### src/rtl/ask_pkg.sv
// Shared constants, state encoding and helpers for the ASK frame sequencer
// and its bit timer.
package ask_pkg;

   localparam int          PERIOD_W      = 16;
   localparam int          FREQ_W        = 6;
   localparam logic [7:0]  PREAMBLE_BYTE = 8'h55;
   localparam logic [7:0]  SYNC_BYTE     = 8'hD3;
   localparam int          GUARD_BITS    = 4;

   typedef enum logic [2:0] {
      ST_IDLE     = 3'd0,
      ST_PREAMBLE = 3'd1,
      ST_SYNC     = 3'd2,
      ST_PAYLOAD  = 3'd3,
      ST_GUARD    = 3'd4
   } state_t;

   // States in which o_data carries a shifted-out frame bit.
   function automatic logic is_bit_state(input state_t s);
      return (s == ST_PREAMBLE) || (s == ST_SYNC) || (s == ST_PAYLOAD);
   endfunction

endpackage

### src/rtl/ask_frame_sequencer_if.sv
// Payload byte stream between the host/UART byte source and the frame
// sequencer.
interface ask_frame_sequencer_if;

   // A byte transfers on the rising clk edge where i_tx_valid && o_tx_ready.
   // i_tx_data/i_tx_last are meaningful only while i_tx_valid is high, and the
   // source holds them stable until the transfer happens.
   logic [7:0] i_tx_data;
   logic       i_tx_valid;
   logic       i_tx_last;
   logic       o_tx_ready;

   modport master (output i_tx_data, i_tx_valid, i_tx_last, input o_tx_ready);
   modport slave  (input i_tx_data, i_tx_valid, i_tx_last, output o_tx_ready);

endinterface

### src/rtl/ask_bit_timer.sv
// Loadable period down-counter: o_tick is high for the last clock of every
// P-clock bit while enabled. A period of 0 behaves as 1.
module ask_bit_timer #(
   parameter int W = 16
) (
   input  logic         i_clk,
   input  logic         i_rst_n,
   input  logic         i_load,
   input  logic         i_en,
   input  logic [W-1:0] i_period,
   output logic         o_tick
);

   logic [W-1:0] cnt;
   logic [W-1:0] reload;

   assign reload = (i_period == '0) ? '0 : i_period - W'(1);

   always_ff @(posedge i_clk or negedge i_rst_n) begin
      if (!i_rst_n) begin
         cnt <= '0;
      end else if (i_load) begin
         cnt <= reload;
      end else if (i_en) begin
         cnt <= (cnt == '0) ? reload : cnt - W'(1);
      end
   end

   assign o_tick = i_en && (cnt == '0);

endmodule

### src/rtl/ask_frame_sequencer.sv
// Frame controller for the DDS ASK modulator: preamble, sync byte, payload
// (MSB first) and a carrier-off guard, each bit lasting a programmable period.
module ask_frame_sequencer #(
   parameter int         PERIOD_W   = ask_pkg::PERIOD_W,
   parameter int         FREQ_W     = ask_pkg::FREQ_W,
   parameter logic [7:0] SYNC_BYTE  = ask_pkg::SYNC_BYTE,
   parameter int         GUARD_BITS = ask_pkg::GUARD_BITS
) (
   input  logic                i_clk,
   input  logic                i_rst_n,
   input  logic [PERIOD_W-1:0] i_cfg_bit_period,
   input  logic [FREQ_W-1:0]   i_cfg_freq_word,
   input  logic [3:0]          i_cfg_preamble_bytes,
   ask_frame_sequencer_if.slave tx,
   output logic [FREQ_W-1:0]   o_freq_word,
   output logic                o_data,
   output logic                o_busy,
   output logic                o_done,
   output logic                o_underrun,
   output ask_pkg::state_t     o_state
);

   import ask_pkg::*;

   localparam int GW = $clog2(GUARD_BITS + 1);

   state_t              state, state_next;
   logic [PERIOD_W-1:0] period_r, period_cfg;
   logic [2:0]          bit_idx;
   logic [GW-1:0]       guard_idx;
   logic [3:0]          pre_left;
   logic [7:0]          sh;
   logic [7:0]          hold_data;
   logic                hold_valid, hold_last, last_acc, cur_last;
   logic                accept, tick, boundary, have_byte, bypass;
   logic                start, load_en, load_payload, to_guard, underrun_set, done_set;
   logic [7:0]          load_val, next_byte, first_byte;
   logic                next_last;

   assign period_cfg = (i_cfg_bit_period == '0) ? PERIOD_W'(1) : i_cfg_bit_period;
   assign first_byte = (i_cfg_preamble_bytes == 4'd0) ? SYNC_BYTE : PREAMBLE_BYTE;

   // Gated by reset so the source sees ready low while the block is held in reset.
   assign tx.o_tx_ready = i_rst_n && !hold_valid && !last_acc && (state != ST_GUARD);
   assign accept        = tx.i_tx_valid && tx.o_tx_ready;

   // A byte arriving on the boundary edge itself bypasses the holding register.
   assign have_byte = hold_valid || accept;
   assign next_byte = hold_valid ? hold_data : tx.i_tx_data;
   assign next_last = hold_valid ? hold_last : tx.i_tx_last;
   assign bypass    = load_payload && !hold_valid;
   assign boundary  = tick && is_bit_state(state) && (bit_idx == 3'd7);

   ask_bit_timer #(.W(PERIOD_W)) u_timer (
      .i_clk    (i_clk),
      .i_rst_n  (i_rst_n),
      .i_load   (start),
      .i_en     (state != ST_IDLE),
      .i_period (start ? period_cfg : period_r),
      .o_tick   (tick)
   );

   always_ff @(posedge i_clk or negedge i_rst_n) begin
      if (!i_rst_n) state <= ST_IDLE;
      else          state <= state_next;
   end

   always_comb begin
      state_next   = state;
      start        = 1'b0;
      load_en      = 1'b0;
      load_val     = sh;
      load_payload = 1'b0;
      to_guard     = 1'b0;
      underrun_set = 1'b0;
      done_set     = 1'b0;
      case (state)
         ST_IDLE: begin
            if (accept) begin
               start      = 1'b1;
               state_next = (i_cfg_preamble_bytes == 4'd0) ? ST_SYNC : ST_PREAMBLE;
            end
         end
         ST_PREAMBLE: begin
            if (boundary) begin
               load_en = 1'b1;
               if (pre_left == 4'd1) begin
                  state_next = ST_SYNC;
                  load_val   = SYNC_BYTE;
               end else begin
                  load_val   = PREAMBLE_BYTE;
               end
            end
         end
         ST_SYNC, ST_PAYLOAD: begin
            if (boundary) begin
               if ((state == ST_PAYLOAD) && cur_last) begin
                  to_guard   = 1'b1;
                  state_next = ST_GUARD;
               end else if (have_byte) begin
                  load_en      = 1'b1;
                  load_payload = 1'b1;
                  load_val     = next_byte;
                  state_next   = ST_PAYLOAD;
               end else begin
                  to_guard     = 1'b1;
                  underrun_set = 1'b1;
                  state_next   = ST_GUARD;
               end
            end
         end
         ST_GUARD: begin
            if (tick && (guard_idx == GW'(GUARD_BITS - 1))) begin
               done_set   = 1'b1;
               state_next = ST_IDLE;
            end
         end
         default: state_next = ST_IDLE;
      endcase
   end

   always_ff @(posedge i_clk or negedge i_rst_n) begin
      if (!i_rst_n) begin
         period_r    <= '0;
         o_freq_word <= '0;
         o_data      <= 1'b0;
         o_busy      <= 1'b0;
         o_done      <= 1'b0;
         o_underrun  <= 1'b0;
         bit_idx     <= '0;
         guard_idx   <= '0;
         pre_left    <= '0;
         sh          <= '0;
         hold_data   <= '0;
         hold_valid  <= 1'b0;
         hold_last   <= 1'b0;
         last_acc    <= 1'b0;
         cur_last    <= 1'b0;
      end else begin
         o_done     <= done_set;
         o_underrun <= underrun_set;

         if (start) begin
            period_r    <= period_cfg;
            o_freq_word <= i_cfg_freq_word;
            pre_left    <= i_cfg_preamble_bytes;
            o_busy      <= 1'b1;
            sh          <= first_byte;
            o_data      <= first_byte[7];
            bit_idx     <= 3'd0;
         end else if (load_en) begin
            sh      <= load_val;
            o_data  <= load_val[7];
            bit_idx <= 3'd0;
            if (state == ST_PREAMBLE) pre_left <= pre_left - 4'd1;
         end else if (to_guard) begin
            o_data    <= 1'b0;
            guard_idx <= '0;
         end else if (tick && is_bit_state(state)) begin
            sh      <= {sh[6:0], 1'b0};
            o_data  <= sh[6];
            bit_idx <= bit_idx + 3'd1;
         end else if (tick && (state == ST_GUARD)) begin
            guard_idx <= guard_idx + GW'(1);
         end

         if (done_set) o_busy <= 1'b0;

         // Holding register: accept can only happen while it is empty.
         if (load_payload) cur_last <= next_last;
         if (load_payload && hold_valid) hold_valid <= 1'b0;
         if (accept && !bypass) begin
            hold_valid <= 1'b1;
            hold_data  <= tx.i_tx_data;
            hold_last  <= tx.i_tx_last;
         end

         if (done_set)                    last_acc <= 1'b0;
         else if (accept && tx.i_tx_last) last_acc <= 1'b1;
      end
   end

   assign o_state = state;

endmodule
### src/flat_wrapper.sv
// flat-port wrapper written by rule: the top's interface ports become plain ports
module ask_frame_sequencer_flat import ask_pkg::*;
#(
   parameter int         PERIOD_W   = ask_pkg::PERIOD_W,
   parameter int         FREQ_W     = ask_pkg::FREQ_W,
   parameter logic [7:0] SYNC_BYTE  = ask_pkg::SYNC_BYTE,
   parameter int         GUARD_BITS = ask_pkg::GUARD_BITS
)
  (i_clk, i_rst_n, i_cfg_bit_period, i_cfg_freq_word, i_cfg_preamble_bytes, o_freq_word, o_data, o_busy, o_done, o_underrun, o_state, tx_i_tx_data, tx_i_tx_valid, tx_i_tx_last, tx_o_tx_ready);
  ask_frame_sequencer_if tx_i ();
  input  logic i_clk;
  input  logic i_rst_n;
  input  logic [PERIOD_W-1:0] i_cfg_bit_period;
  input  logic [FREQ_W-1:0] i_cfg_freq_word;
  input  logic [3:0] i_cfg_preamble_bytes;
  output logic [FREQ_W-1:0] o_freq_word;
  output logic o_data;
  output logic o_busy;
  output logic o_done;
  output logic o_underrun;
  output ask_pkg::state_t o_state;
  input wire logic [$bits(tx_i.i_tx_data)-1:0] tx_i_tx_data;
  input wire logic [$bits(tx_i.i_tx_valid)-1:0] tx_i_tx_valid;
  input wire logic [$bits(tx_i.i_tx_last)-1:0] tx_i_tx_last;
  output wire logic [$bits(tx_i.o_tx_ready)-1:0] tx_o_tx_ready;
  assign tx_i.i_tx_data = tx_i_tx_data;
  assign tx_i.i_tx_valid = tx_i_tx_valid;
  assign tx_i.i_tx_last = tx_i_tx_last;
  assign tx_o_tx_ready = tx_i.o_tx_ready;
  ask_frame_sequencer #(.PERIOD_W(PERIOD_W), .FREQ_W(FREQ_W), .SYNC_BYTE(SYNC_BYTE), .GUARD_BITS(GUARD_BITS)) u_core (.i_clk(i_clk), .i_rst_n(i_rst_n), .i_cfg_bit_period(i_cfg_bit_period), .i_cfg_freq_word(i_cfg_freq_word), .i_cfg_preamble_bytes(i_cfg_preamble_bytes), .tx(tx_i), .o_freq_word(o_freq_word), .o_data(o_data), .o_busy(o_busy), .o_done(o_done), .o_underrun(o_underrun), .o_state(o_state));
endmodule
### config.mk
export PLATFORM = sky130hd
export DESIGN_NAME = ask_frame_sequencer_flat
export DESIGN_NICKNAME = d
export VERILOG_FILES = /design/src/rtl/ask_pkg.sv /design/src/rtl/ask_frame_sequencer_if.sv /design/src/rtl/ask_bit_timer.sv /design/src/rtl/ask_frame_sequencer.sv /design/src/flat_wrapper.sv
export SDC_FILE = /design/constraint.sdc
export NUM_CORES = 1
export LEC_CHECK = 0
export CORE_MARGIN = 4
export CORE_UTILIZATION = 57
export CTS_CLUSTER_SIZE = 24
export DETAILED_ROUTE_END_ITERATION = 10
export HOLD_SLACK_MARGIN = 0.15
export PLACE_DENSITY = 0.81
export SKIP_LAST_GASP = 1
export SLEW_MARGIN = 15
export SYNTH_ARGS = -nofsm -noshare
export SYNTH_HDL_FRONTEND = slang
export SYNTH_SLANG_ARGS = --single-unit
### constraint.sdc
create_clock -name i_clk -period 4.4 [get_ports i_clk]
set_input_delay 0.66 -clock i_clk [delete_from_list [all_inputs] [get_ports i_clk]]
set_output_delay 0.66 -clock i_clk [all_outputs]
set_load 0.01 [all_outputs]
# ---- Yosys cells after proc, flatten, opt, wreduce, memory -nomap -nowiden
# Cells that the tools add are included.
dict set report word_totals {
  wordCells 151
  inputBits 38
  ff_bits 75
}
dict set report classes {
  eq_ne 20
  bitwise 2
  reduce_logical 41
  add_sub_neg 5
  muxes 65
}
# op n
set op_table {}
lappend op_table {{two-way mux 16 bit} 6}
lappend op_table {{two-way mux 8 bit} 11}
lappend op_table {{logical NOT 16 bit} 3}
lappend op_table {{two-way mux 3 bit} 14}
lappend op_table {{subtractor 16 x 1 -> 16 bit, second input constant} 2}
lappend op_table {{two-way mux 1 bit} 27}
lappend op_table {{one-hot mux 8 bit (2 select lines)} 1}
lappend op_table {{logical AND 1 bit} 14}
lappend op_table {{nonzero test 2 bit} 7}
lappend op_table {{two-way mux 4 bit} 3}
lappend op_table {{!= test 4 x 2 -> 1 bit, second input constant} 3}
lappend op_table {{one-hot mux 3 bit (4 select lines)} 1}
lappend op_table {{!= test 2 x 1 -> 1 bit, second input constant} 5}
lappend op_table {{equality test 3 x 2 -> 1 bit, second input constant} 3}
lappend op_table {{!= test 4 x 3 -> 1 bit, second input constant} 2}
lappend op_table {{AND reduction 7 bit} 1}
lappend op_table {{adder 3 x 1 -> 3 bit, second input constant} 2}
lappend op_table {{equality test 3 bit, second input constant} 2}
lappend op_table {{nonzero test 3 bit} 2}
lappend op_table {{AND reduction 5 bit} 1}
lappend op_table {{equality test 4 x 1 -> 1 bit, second input constant} 1}
lappend op_table {{logical NOT 4 bit} 1}
lappend op_table {{AND reduction 2 bit} 2}
lappend op_table {{AND reduction 4 bit} 1}
lappend op_table {{other kinds (13)} 18}

# ---- Longest topological paths before layout
# Gate-level depths: netlist of run 1.
dict set report depth {
  depth_word 14
  depth_mapped 16
  mapped_depth_nobuf 12
}

# ---- Modules after synthesis
# Synthesis of run 1 repeated with hierarchy kept, for this count alone.
dict set report hier_totals {
  cells_unflattened 449
  area_unflattened_um2 4190.3
}
# mod n_inst cells_per_inst area_per_inst_um2 seq_area_each_um2
set modules_own_cells {}
lappend modules_own_cells {ask_frame_sequencer 1 275 2787.7 1451.4}
lappend modules_own_cells {ask_bit_timer 1 174 1402.6 400.4}

# ---- Worst setup path after synthesis of run 1
# OpenSTA, ideal clock, no wires.
dict set report synth_path {
  path_type {input to register}
  from {input tx_i_tx_valid}
  to {register u_core.u_timer.cnt[11]}
  t_arrival_ps 3294
  cell_stages 13
  path_buffers 4
  path_slack_ps 982
  t_required_ps 4276
  cell_sequence {nor4bb_1 buf_4 nand2_2 buf_6 buf_2 mux2i_1 ha_1 nor3b_1 and4bb_2 a32oi_4 and3_4 buf_6 a211o_1}
}
dict set report synth_between {
  elab_chain_cells 9
  elab_cells_between_ends 11
  classes_between {add/sub (1); mux (7); reduce/logical (3)}
}
# item line_no
set synth_rtl {}
lappend synth_rtl {{from (decl)} flat_wrapper.sv:23} ;# input wire logic [$bits(tx_i.i_tx_valid)-1:0] tx_i_tx_valid;
lappend synth_rtl {{logical AND 1 bit (*)} ask_frame_sequencer.sv:45} ;# assign accept = tx.i_tx_valid && tx.o_tx_ready;
lappend synth_rtl {{two-way mux 1 bit (*)} ask_frame_sequencer.sv:79} ;# if (accept) begin
lappend synth_rtl {{two-way mux 1 bit (*)} ask_frame_sequencer.sv:77} ;# case (state)
lappend synth_rtl {{two-way mux 16 bit} ask_frame_sequencer.sv:59} ;# .i_period (start ? period_cfg : period_r),
lappend synth_rtl {{subtractor 16 x 1 -> 16 bit or logical NOT 16 bit (tied branches)} ask_bit_timer.sv:17} ;# assign reload = (i_period == '0) ? '0 : i_period - W'(1);
lappend synth_rtl {{two-way mux 16 bit} ask_bit_timer.sv:17}
lappend synth_rtl {{two-way mux 16 bit} ask_bit_timer.sv:25} ;# cnt <= (cnt == '0) ? reload : cnt - W'(1);
lappend synth_rtl {{two-way mux 16 bit} ask_bit_timer.sv:24} ;# end else if (i_en) begin
lappend synth_rtl {{two-way mux 16 bit} ask_bit_timer.sv:22} ;# end else if (i_load) begin
lappend synth_rtl {{to (signal assigned)} ask_bit_timer.sv:23} ;# cnt <= reload;
lappend synth_rtl {{to (signal assigned)} ask_bit_timer.sv:25}
lappend synth_rtl {{to (decl)} ask_bit_timer.sv:14} ;# logic [W-1:0] cnt;
# Mark *: on every way between the ends. The rest lies on a longest branch, timed or not. The select of a mux whose other input is x is not followed.
# A chain may end at the register's enable or synchronous reset.

# ---- Final worst setup path of run 1
dict set report layout_path {
  from {input i_cfg_bit_period[10]}
  to {register u_core.u_timer.cnt[9]}
}
dict set report layout_between {
  elab_chain_cells 8
  elab_cells_between_ends 9
  classes_between {add/sub (1); mux (6); reduce/logical (2)}
}
# item line_no
set layout_rtl {}
lappend layout_rtl {{from (decl)} flat_wrapper.sv:13} ;# input logic [PERIOD_W-1:0] i_cfg_bit_period;
lappend layout_rtl {{logical NOT 16 bit (*)} ask_frame_sequencer.sv:40} ;# assign period_cfg = (i_cfg_bit_period == '0) ? PERIOD_W'(1) : i_cfg_bit_period;
lappend layout_rtl {{two-way mux 16 bit (*)} ask_frame_sequencer.sv:40}
lappend layout_rtl {{two-way mux 16 bit (*)} ask_frame_sequencer.sv:59}
lappend layout_rtl {{net u_core.u_timer.i_period[0]} ask_bit_timer.sv:10} ;# input logic [W-1:0] i_period,
lappend layout_rtl {{subtractor 16 x 1 -> 16 bit or logical NOT 16 bit (tied branches)} ask_bit_timer.sv:17}
lappend layout_rtl {{two-way mux 16 bit (*)} ask_bit_timer.sv:17}
lappend layout_rtl {{two-way mux 16 bit} ask_bit_timer.sv:25}
lappend layout_rtl {{two-way mux 16 bit} ask_bit_timer.sv:24}
lappend layout_rtl {{two-way mux 16 bit (*)} ask_bit_timer.sv:22}
# The timed path passes the listed nets; every way through them passes the cells marked *. The select of a mux whose other input is x is not followed.

==> metrics.md, run 1 <==
| Metric | Value |
|---|---|
| RR Endpoint | `u_core.u_timer.cnt[12]` |
| Synthesized-area fraction occupied by adder cells | `2.45%` |
| Initial antenna violation count | `0` |
| Routed WL | `between 10 and 15 mm` |
| CP arrival | `approximately 4 ns` |
| Clock Latency Late Sink | `0.35 ns` |
| Number of synthesized flops with an enable pin | `0` |
| Final setup violation count | `0` |
| H-tree levels | `3` |
| Final min period | `3.74 ns` |
| CTS max path bufs | `2` |
| Critical path required time | `around 4.7 ns` |
| Final Slew Violations | `0` |
| Max cap viols | `0` |
| Syn Area/Cell | `around 9.3 sq um` |
| Setup_tns | `0 ns` |
| DIE HEIGHT | `approximately 98 um` |
| Commonest non-fill, non-tap cell in the layout | `nand2_1` |
| Filler instances | `about 650` |
| Root Driver | `clkbuf_8` |
| Starting Density | `around 60%` |
| Met1 Track Usage GR | `between 30% and 40%` |
| GP Congestion | `0.941` |
| Launch point of the worst reg-to-reg path | `u_core.o_state[1]` |
| Commonest cells after routing, fill and taps aside | `nand2_1 (78), dfrtp_1 (74), clkdlybuf4s50_1 (50), nor2_1 (33), o21ai_0 (27)` |
| CTS resizes | `0` |
| Final instance area | `0.00530 sq mm` |
| Drt pass-1 iters | `5` |
| Vias in the first global route | `4000` |
| I/O Pins | `52` |
| Fin nets | `about 590` |
| Worst-path clk slew | `0.08 ns` |
| Hold WC Path Type | `input pin to asynchronous set/reset pin` |
| Ranking of synthesized cells by area | `dfrtp_1 (40%), nand2_1 (6.4%), o21ai_0 (2.9%), nor2_1 (2.7%), mux2_2 (2.7%)` |
| Post-synthesis compound-gate area fraction | `between 10% and 20%` |
| Vias | `~4000` |
| Dpl hpwl | `8.35 mm` |
| Post-CTS setup buffers | `0` |
| Vias per inst | `roughly 6.2` |
| Multiplexer area fraction after synthesis | `roughly 6.9%` |
| # rows | `32` |
| DIE WIDTH | `roughly 98 um` |
| Core area | `slightly below 0.008 sq mm` |
| Routed Antenna Nets | `0` |
| Least-Margin Pin Slew | `0.735 ns` |
| Crit start category | `input pin` |
| CTS sink cnt | `74` |
| Pleak | `about 2.3 nW` |
| I/O Buffers | `51` |
| YS warnings | `0` |
| Dpl cell area | `0.00513 sq mm` |
| Fmax | `approximately 270 MHz` |
| Max_slew headroom | `between 50% and 60%` |
| Period utilisation layout | `roughly 85%` |
| Largest net degree at the start of global routing | `47` |
| Synth Register Bits | `74` |
| Routed WL per cell | `17.6 um` |
| R2R Setup Slk | `between 0.9 and 1 ns` |
| VDD IR max | `around 0.36 mV` |
| CTS tree | `built` |
| Worst-path fanout max | `7` |
| Largest area contributor in the netlist | `dfrtp_1` |
| Critical path capture point type | `flip-flop` |
| Synth Flop Type | `dfrtp_1` |
| Critical path endpoint | `u_core.u_timer.cnt[9]` |
| RSZ-0062 raised after global routing | `no` |
| Run status | `completed` |
| Sequential share of the synthesized area | `between 40% and 50%` |
| CP startpoint | `i_cfg_bit_period[10]` |
| Post-synthesis async set-or-reset flop share | `between 90% and 100%` |
| Layout cell share with drive strength beyond 1 | `roughly 11%` |
| Fraction of the mapped netlist area in simple logic gates | `approximately a quarter` |
| Pwr/cell area | `between 500 and 600 mW/mm^2` |
| Synth Area in XOR/XNOR | `2.29%` |
| Met3 usage | `between 4 and 5%` |
| Die ar. | `0.00956 sq mm` |
| Cells after Synth | `a little under 500` |
| Setup Skew | `around 0.0078 ns` |
| Largest family of logic cells by synthesized area | `simple AND/OR/NAND/NOR gates` |
| GRT overflow | `0` |
| Synth Cell Area | `approximately 0.0046 sq mm` |
| Syn nets | `between 500 and 600` |
| TritonCTS buffer count | `9` |
| DRC violations left | `0` |
| Area growth syn-to-layout | `15.5%` |
| Synth unique cells | `84` |
| Met2 Use GR | `approximately two fifths` |
| Post-synth top area share | `just over 40%` |
| Setup Crit Path Kind | `input pin to flip-flop` |
| Gr usage total | `between 20% and 30%` |
| GR peak layer | `met2` |
| Hold_buf cts | `0` |
| First-pass GRT wire length | `between 15 and 20 mm` |
| Initial DRC count | `~350` |
| Inserted Diodes | `0` |
| Worst reg2reg path depth | `10` |
| Final hold vios | `0` |
-- where the power goes --
part	total [W]	switching (W)	internal, W
combinational	0.00123	0.000681	0.000551
sequential	0.00125	0.000296	0.000958
clock	0.000466	0.000264	0.000202
total	0.00295	0.00124	0.00171
-- sequential cells by signal, summed over array words and instances (netlist names), 3 cells and up --
name / flops
u_core.sh: 7
u_core.o_state: 3
u_core.guard_idx: 3
u_core.pre_left: 4
u_core.o_freq_word: 6
u_core.u_timer.cnt: 16
u_core.period_r: 16
u_core.hold_data: 8
u_core.bit_idx: 3
-- layer usage --
layer,vias up,wire (um)
met5,-,0
met1,1913,4680
met4,0,300
met2,183,5600
met3,34,764
li1,1886,-
-- worst min path at each step --
stage	to	slack, ns	cells past startpoint
after global routing	u_core.o_done	0.36	2
after floorplan	u_core.bit_idx[0]	0.36	0
after detailed placement	u_core.o_freq_word[3]	0.46	2
after global placement	u_core.o_freq_word[4]	0.46	2
final	u_core.guard_idx[0]	0.35	2
after CTS	u_core.guard_idx[0]	0.35	2
-- cells by family (layout without fill, tap and decap cells) --
kind of cell / after synthesis / after routing
AND/OR/NAND/NOR: 212 / 212
multiplexers: 29 / 29
adder cells (fa/ha/maj): 9 / 9
AO/OA/AOI/OAI: 118 / 118
buffers and inverters: 38 / 88
XOR/XNOR: 12 / 12
flip-flops: 74 / 74
-- cells in the mapped netlist, types with 8 or more instances --
cell type   n
nor2_1     33
xnor2_1     8
mux2_2     11
or3_1      11
o21ai_1    12
a21oi_1    22
mux2i_1     8
mux2_1     10
inv_1      15
nand3_1    18
ha_1        9
nor3_1     15
o21ai_0    27
nand2_1    78
dfrtp_1    74
buf_2       9
-- area by class of cell --
| class | count | area [sq um] | share of cell area [%] |
|---|---|---|---|
| Clock buffer | 9 | 124 | 2.34 |
| Clock inverter | 6 | 43.8 | 0.826 |
| Inverter | 15 | 56.3 | 1.06 |
| Multi-Input combinational cell | 380 | 2540 | 47.9 |
| Sequential cell | 74 | 1850 | 34.9 |
| Tap cell | 102 | 128 | 2.41 |
| Timing Repair Buffer | 58 | 561 | 10.6 |
-- through the flow --
| step | setup slack [ns] | power, W | cells | hold slack, ns | util [%] |
|---|---|---|---|---|---|
| floorplan | 0.982 | 0.00209 | 492 | 0.364 | - |
| global placement | 0.398 | 0.00242 | 629 | 0.458 | 66.1 |
| detailed placement | 0.327 | 0.00248 | 629 | 0.461 | 66.1 |
| CTS | 0.690 | 0.00295 | 644 | 0.354 | 68.3 |
| global route | 0.462 | 0.00318 | 644 | 0.358 | 68.3 |
| finish | 0.657 | 0.00295 | 644 | 0.354 | 68.3 |
-- worst max-delay path, cell delays in order --
cell and delay [ns]:
clkdlybuf4s50_1 0.50, or3_1 0.47, nor4_4 0.42, a21oi_1 0.14, a21oi_2 0.19, inv_1 0.07, ha_1 0.25, nor3b_1 0.20
and4bb_2 0.26, a32oi_4 0.36, and3_4 0.29, nand3_1 0.08, o311ai_1 0.09
Power figures use the tool's default switching activity.
==> run 2: changes to the inputs <==
--- a/config.mk
+++ b/config.mk
@@ -6,13 +6,13 @@
 export NUM_CORES = 1
 export LEC_CHECK = 0
 export CORE_MARGIN = 4
-export CORE_UTILIZATION = 57
+export CORE_UTILIZATION = 56
 export CTS_CLUSTER_SIZE = 24
 export DETAILED_ROUTE_END_ITERATION = 10
 export HOLD_SLACK_MARGIN = 0.15
-export PLACE_DENSITY = 0.81
+export PLACE_DENSITY = 0.8
 export SKIP_LAST_GASP = 1
-export SLEW_MARGIN = 15
 export SYNTH_ARGS = -nofsm -noshare
 export SYNTH_HDL_FRONTEND = slang
+export SYNTH_HIERARCHICAL = 1
 export SYNTH_SLANG_ARGS = --single-unit
==> run 2 against run 1 <==
Net effect:
- first-iteration DRC count fell by 16%
- critical path depth decreased by 3
- sequential power shrank 46%
- critical path type is now flip-flop to flip-flop
- setup slack got worse by 0.037 ns
- flip-flop and latch count did not move
- synthesized cell count shrank 8.7%
- total power fell by 57%
- count of clock-buffer cells in the layout up 1
- critical endpoint is now u_core/u_timer/cnt[9]
==> metrics.md, run 2 <==
| Metric | Value |
|---|---|
| DIE WIDTH | `94.5 um` |
| Syn Area/Cell | `approximately 9.3 sq um` |
| Commonest non-fill, non-tap cell in the layout | `dfrtp_1` |
| Synth Register Bits | `between 70 and 80` |
| Clock Latency Late Sink | `0.35 ns` |
| Final min period | `between 3 and 4 ns` |
| NetSw | `slightly below 0.0003 W` |
| Starting Density | `approximately 58%` |
| Initial DRC count | `about 290` |
| Synth Flop Type | `dfrtp_1` |
| Cell Int Power | `0.000981 W` |
| Ranking of synthesized cells by area | `dfrtp_1 (44%), nand2_1 (5.1%), nor2_1 (3.3%), ha_1 (2.7%), mux2_2 (2.7%)` |
| RSZ-0062 raised after global routing | `no` |
| Sequential share of the synthesized area | `between 40 and 50%` |
| YS warnings | `6` |
| Fmax | `265 MHz` |
| Vias per inst | `between 6 and 7` |
| Pwr/cell area | `256 mW/mm^2` |
| Least-Margin Pin Slew | `about 0.92 ns` |
| Largest area contributor in the netlist | `dfrtp_1` |
| DIE HEIGHT | `94.5 um` |
| Final Slew Violations | `0` |
| Vias | `around 3700` |
| Syn nets | `between 400 and 500` |
| Layout cell share with drive strength beyond 1 | `slightly below 10%` |
| Setup Crit Path Kind | `flip-flop to flip-flop` |
| Period utilisation layout | `around 86%` |
| Post-synthesis async set-or-reset flop share | `between 90% and 100%` |
| Dpl ws | `0.484 ns` |
| Sw Ratio | `23.0%` |
| Cells after Synth | `~450` |
| Synth unique cells | `67` |
| I/O Pins | `52` |
| Most common cell in the synthesized netlist | `dfrtp_1` |
| CP arrival | `around 4 ns` |
| I/O Buffers | `51` |
| Max cap viols | `0` |
| GP Congestion | `0.976` |
| Largest net degree at the start of global routing | `76` |
| Setup Skew | `0.00920 ns` |
| Setup_tns | `0 ns` |
| WHS | `approximately 0.48 ns` |
| GRT overflow | `0` |
| Final worst setup slack | `about 0.62 ns` |
| Hold WC Path Type | `flip-flop to flip-flop` |
| Crit start category | `flip-flop` |
| Pleak | `2.33 nW` |
| Routed WL per cell | `around 17 um` |
| DRC violations left | `0` |
| H-tree levels | `3` |
| Die ar. | `around 0.0089 sq mm` |
| Core area | `between 0.007 and 0.008 sq mm` |
| CTS sink cnt | `between 70 and 80` |
| Vias in the first global route | `between 3000 and 4000` |
| Share of power burned in registers | `between 50% and 60%` |
| Gr usage total | `between 20% and 30%` |
| Hold_buf cts | `0` |
| CTS resizes | `0` |
| Max_slew headroom | `between 30% and 40%` |
| Run status | `completed` |
| Routed Antenna Nets | `0` |
| Final setup violation count | `0` |
| Drt pass-1 iters | `5` |
| Area growth syn-to-layout | `18.8%` |
| Critical path capture point type | `flip-flop` |
| Initial antenna violation count | `0` |
| Dpl hpwl | `7.50 mm` |
| Clock group share of total power | `42.3%` |
| Logic gate share of total power | `approximately 4.4%` |
| CTS tree | `built` |
| CTS max path bufs | `2` |
| Inserted Diodes | `0` |
| Worst-path clk slew | `0.09 ns` |
| Top Registers | `u_core/period_r (16), u_core/u_timer/cnt (16), u_core/hold_data (8)` |
| Routed WL | `~10 mm` |
| Number of synthesized flops with an enable pin | `0` |
| Post-CTS setup buffers | `0` |
| Critical path required time | `between 4 and 5 ns` |
| VDD IR max | `0.161 mV` |
| Fin nets | `~550` |
| Worst-path fanout max | `22` |
| Final hold vios | `0` |
| Synth Cell Area | `between 0.004 and 0.005 sq mm` |
| Commonest cells after routing, fill and taps aside | `dfrtp_1 (74), nand2_1 (57), clkdlybuf4s50_1 (50), nor2_1 (37), a21oi_1 (20)` |
| # rows | `31` |
| First-pass GRT wire length | `~17 mm` |
| TritonCTS buffer count | `9` |
| Post-synth top area share | `between 40 and 50%` |
| Root Driver | `clkbuf_8` |
| Synth cell count leaders | `dfrtp_1 (74), nand2_1 (57), nor2_1 (37)` |
## run 2: layout make-up
cell class	instances	area (sq um)
fillers	580	2270
flip-flops and latches	74	1850
repair buffers	59	568
clock inverters	6	75.1
inverters	19	71.3
well taps	99	124
multi-input cells	338	2160
clock buffers	10	128
## run 2: critical path, stage by stage, from the launching register on
cell and delay (ns):
dfrtp_1 0.48, or2_2 0.37, nor2_1 0.35, nand2_1 0.30
buf_4 0.30, a22o_1 0.32, or3_1 0.40, or4_1 0.59
nor4_2 0.26, xnor2_1 0.20, o21ai_1 0.09
## run 2: per-layer routing
metal  track usage, %  up-vias  routed length [um]
met5                0        -                   0
met4             8.05        0                 131
met3             4.46       18                 778
met2             41.5      182                5140
met1             32.1     1755                4350
li1                 -     1747                   -
## run 2: cells by family after synthesis
logic type | synth area share, %
DFF | 44.2
and+or+nand+nor | 24.2
xor gates and xnor gates | 2.72
muxes | 5.32
AOI/OAI and AO/OA | 16.7
buffers and inverters | 4.24
adders and majority gates | 2.69
## run 2: metrics by stage
stage | instance area (sq um) | utilization [%] | instances | total power, W
2_1_floorplan | 4190 | - | 449 | 0.000697
3_3_place_gp | 4780 | 65.8 | 589 | 0.000750
3_5_place_dp | 4780 | 65.8 | 589 | 0.000750
4_1_cts | 4980 | 68.6 | 605 | 0.00129
5_1_grt | 4980 | 68.6 | 605 | 0.00133
6_report | 4980 | 68.6 | 605 | 0.00128
## run 2: power by group through the flow
stage               sequential [W]  clock (W)  combinational (W)
floorplan                 0.000693          0         0.00000434
detailed placement        0.000693          0          0.0000573
global placement          0.000693          0          0.0000570
global route              0.000679   0.000585          0.0000619
finish                    0.000679   0.000540          0.0000561
CTS                       0.000679   0.000552          0.0000575
## run 2: final timing paths
| kind | from | end | slack, ns | cells past startpoint |
|---|---|---|---|---|
| worst max-delay path | u_core/o_state[0] | u_core/u_timer/cnt[9] | 0.62 | 10 |
| worst min-delay path | u_core/o_freq_word[0] | u_core/o_freq_word[0] | 0.48 | 2 |
| worst max register to register | u_core/o_state[0] | u_core/u_timer/cnt[9] | 0.62 | 10 |
| worst min register to register | u_core/o_freq_word[0] | u_core/o_freq_word[0] | 0.48 | 2 |
| max in group asynchronous | i_rst_n | u_core/u_timer/cnt[9] | 3.25 | 2 |
| min in group asynchronous | i_rst_n | u_core/hold_data[3] | 0.55 | 2 |
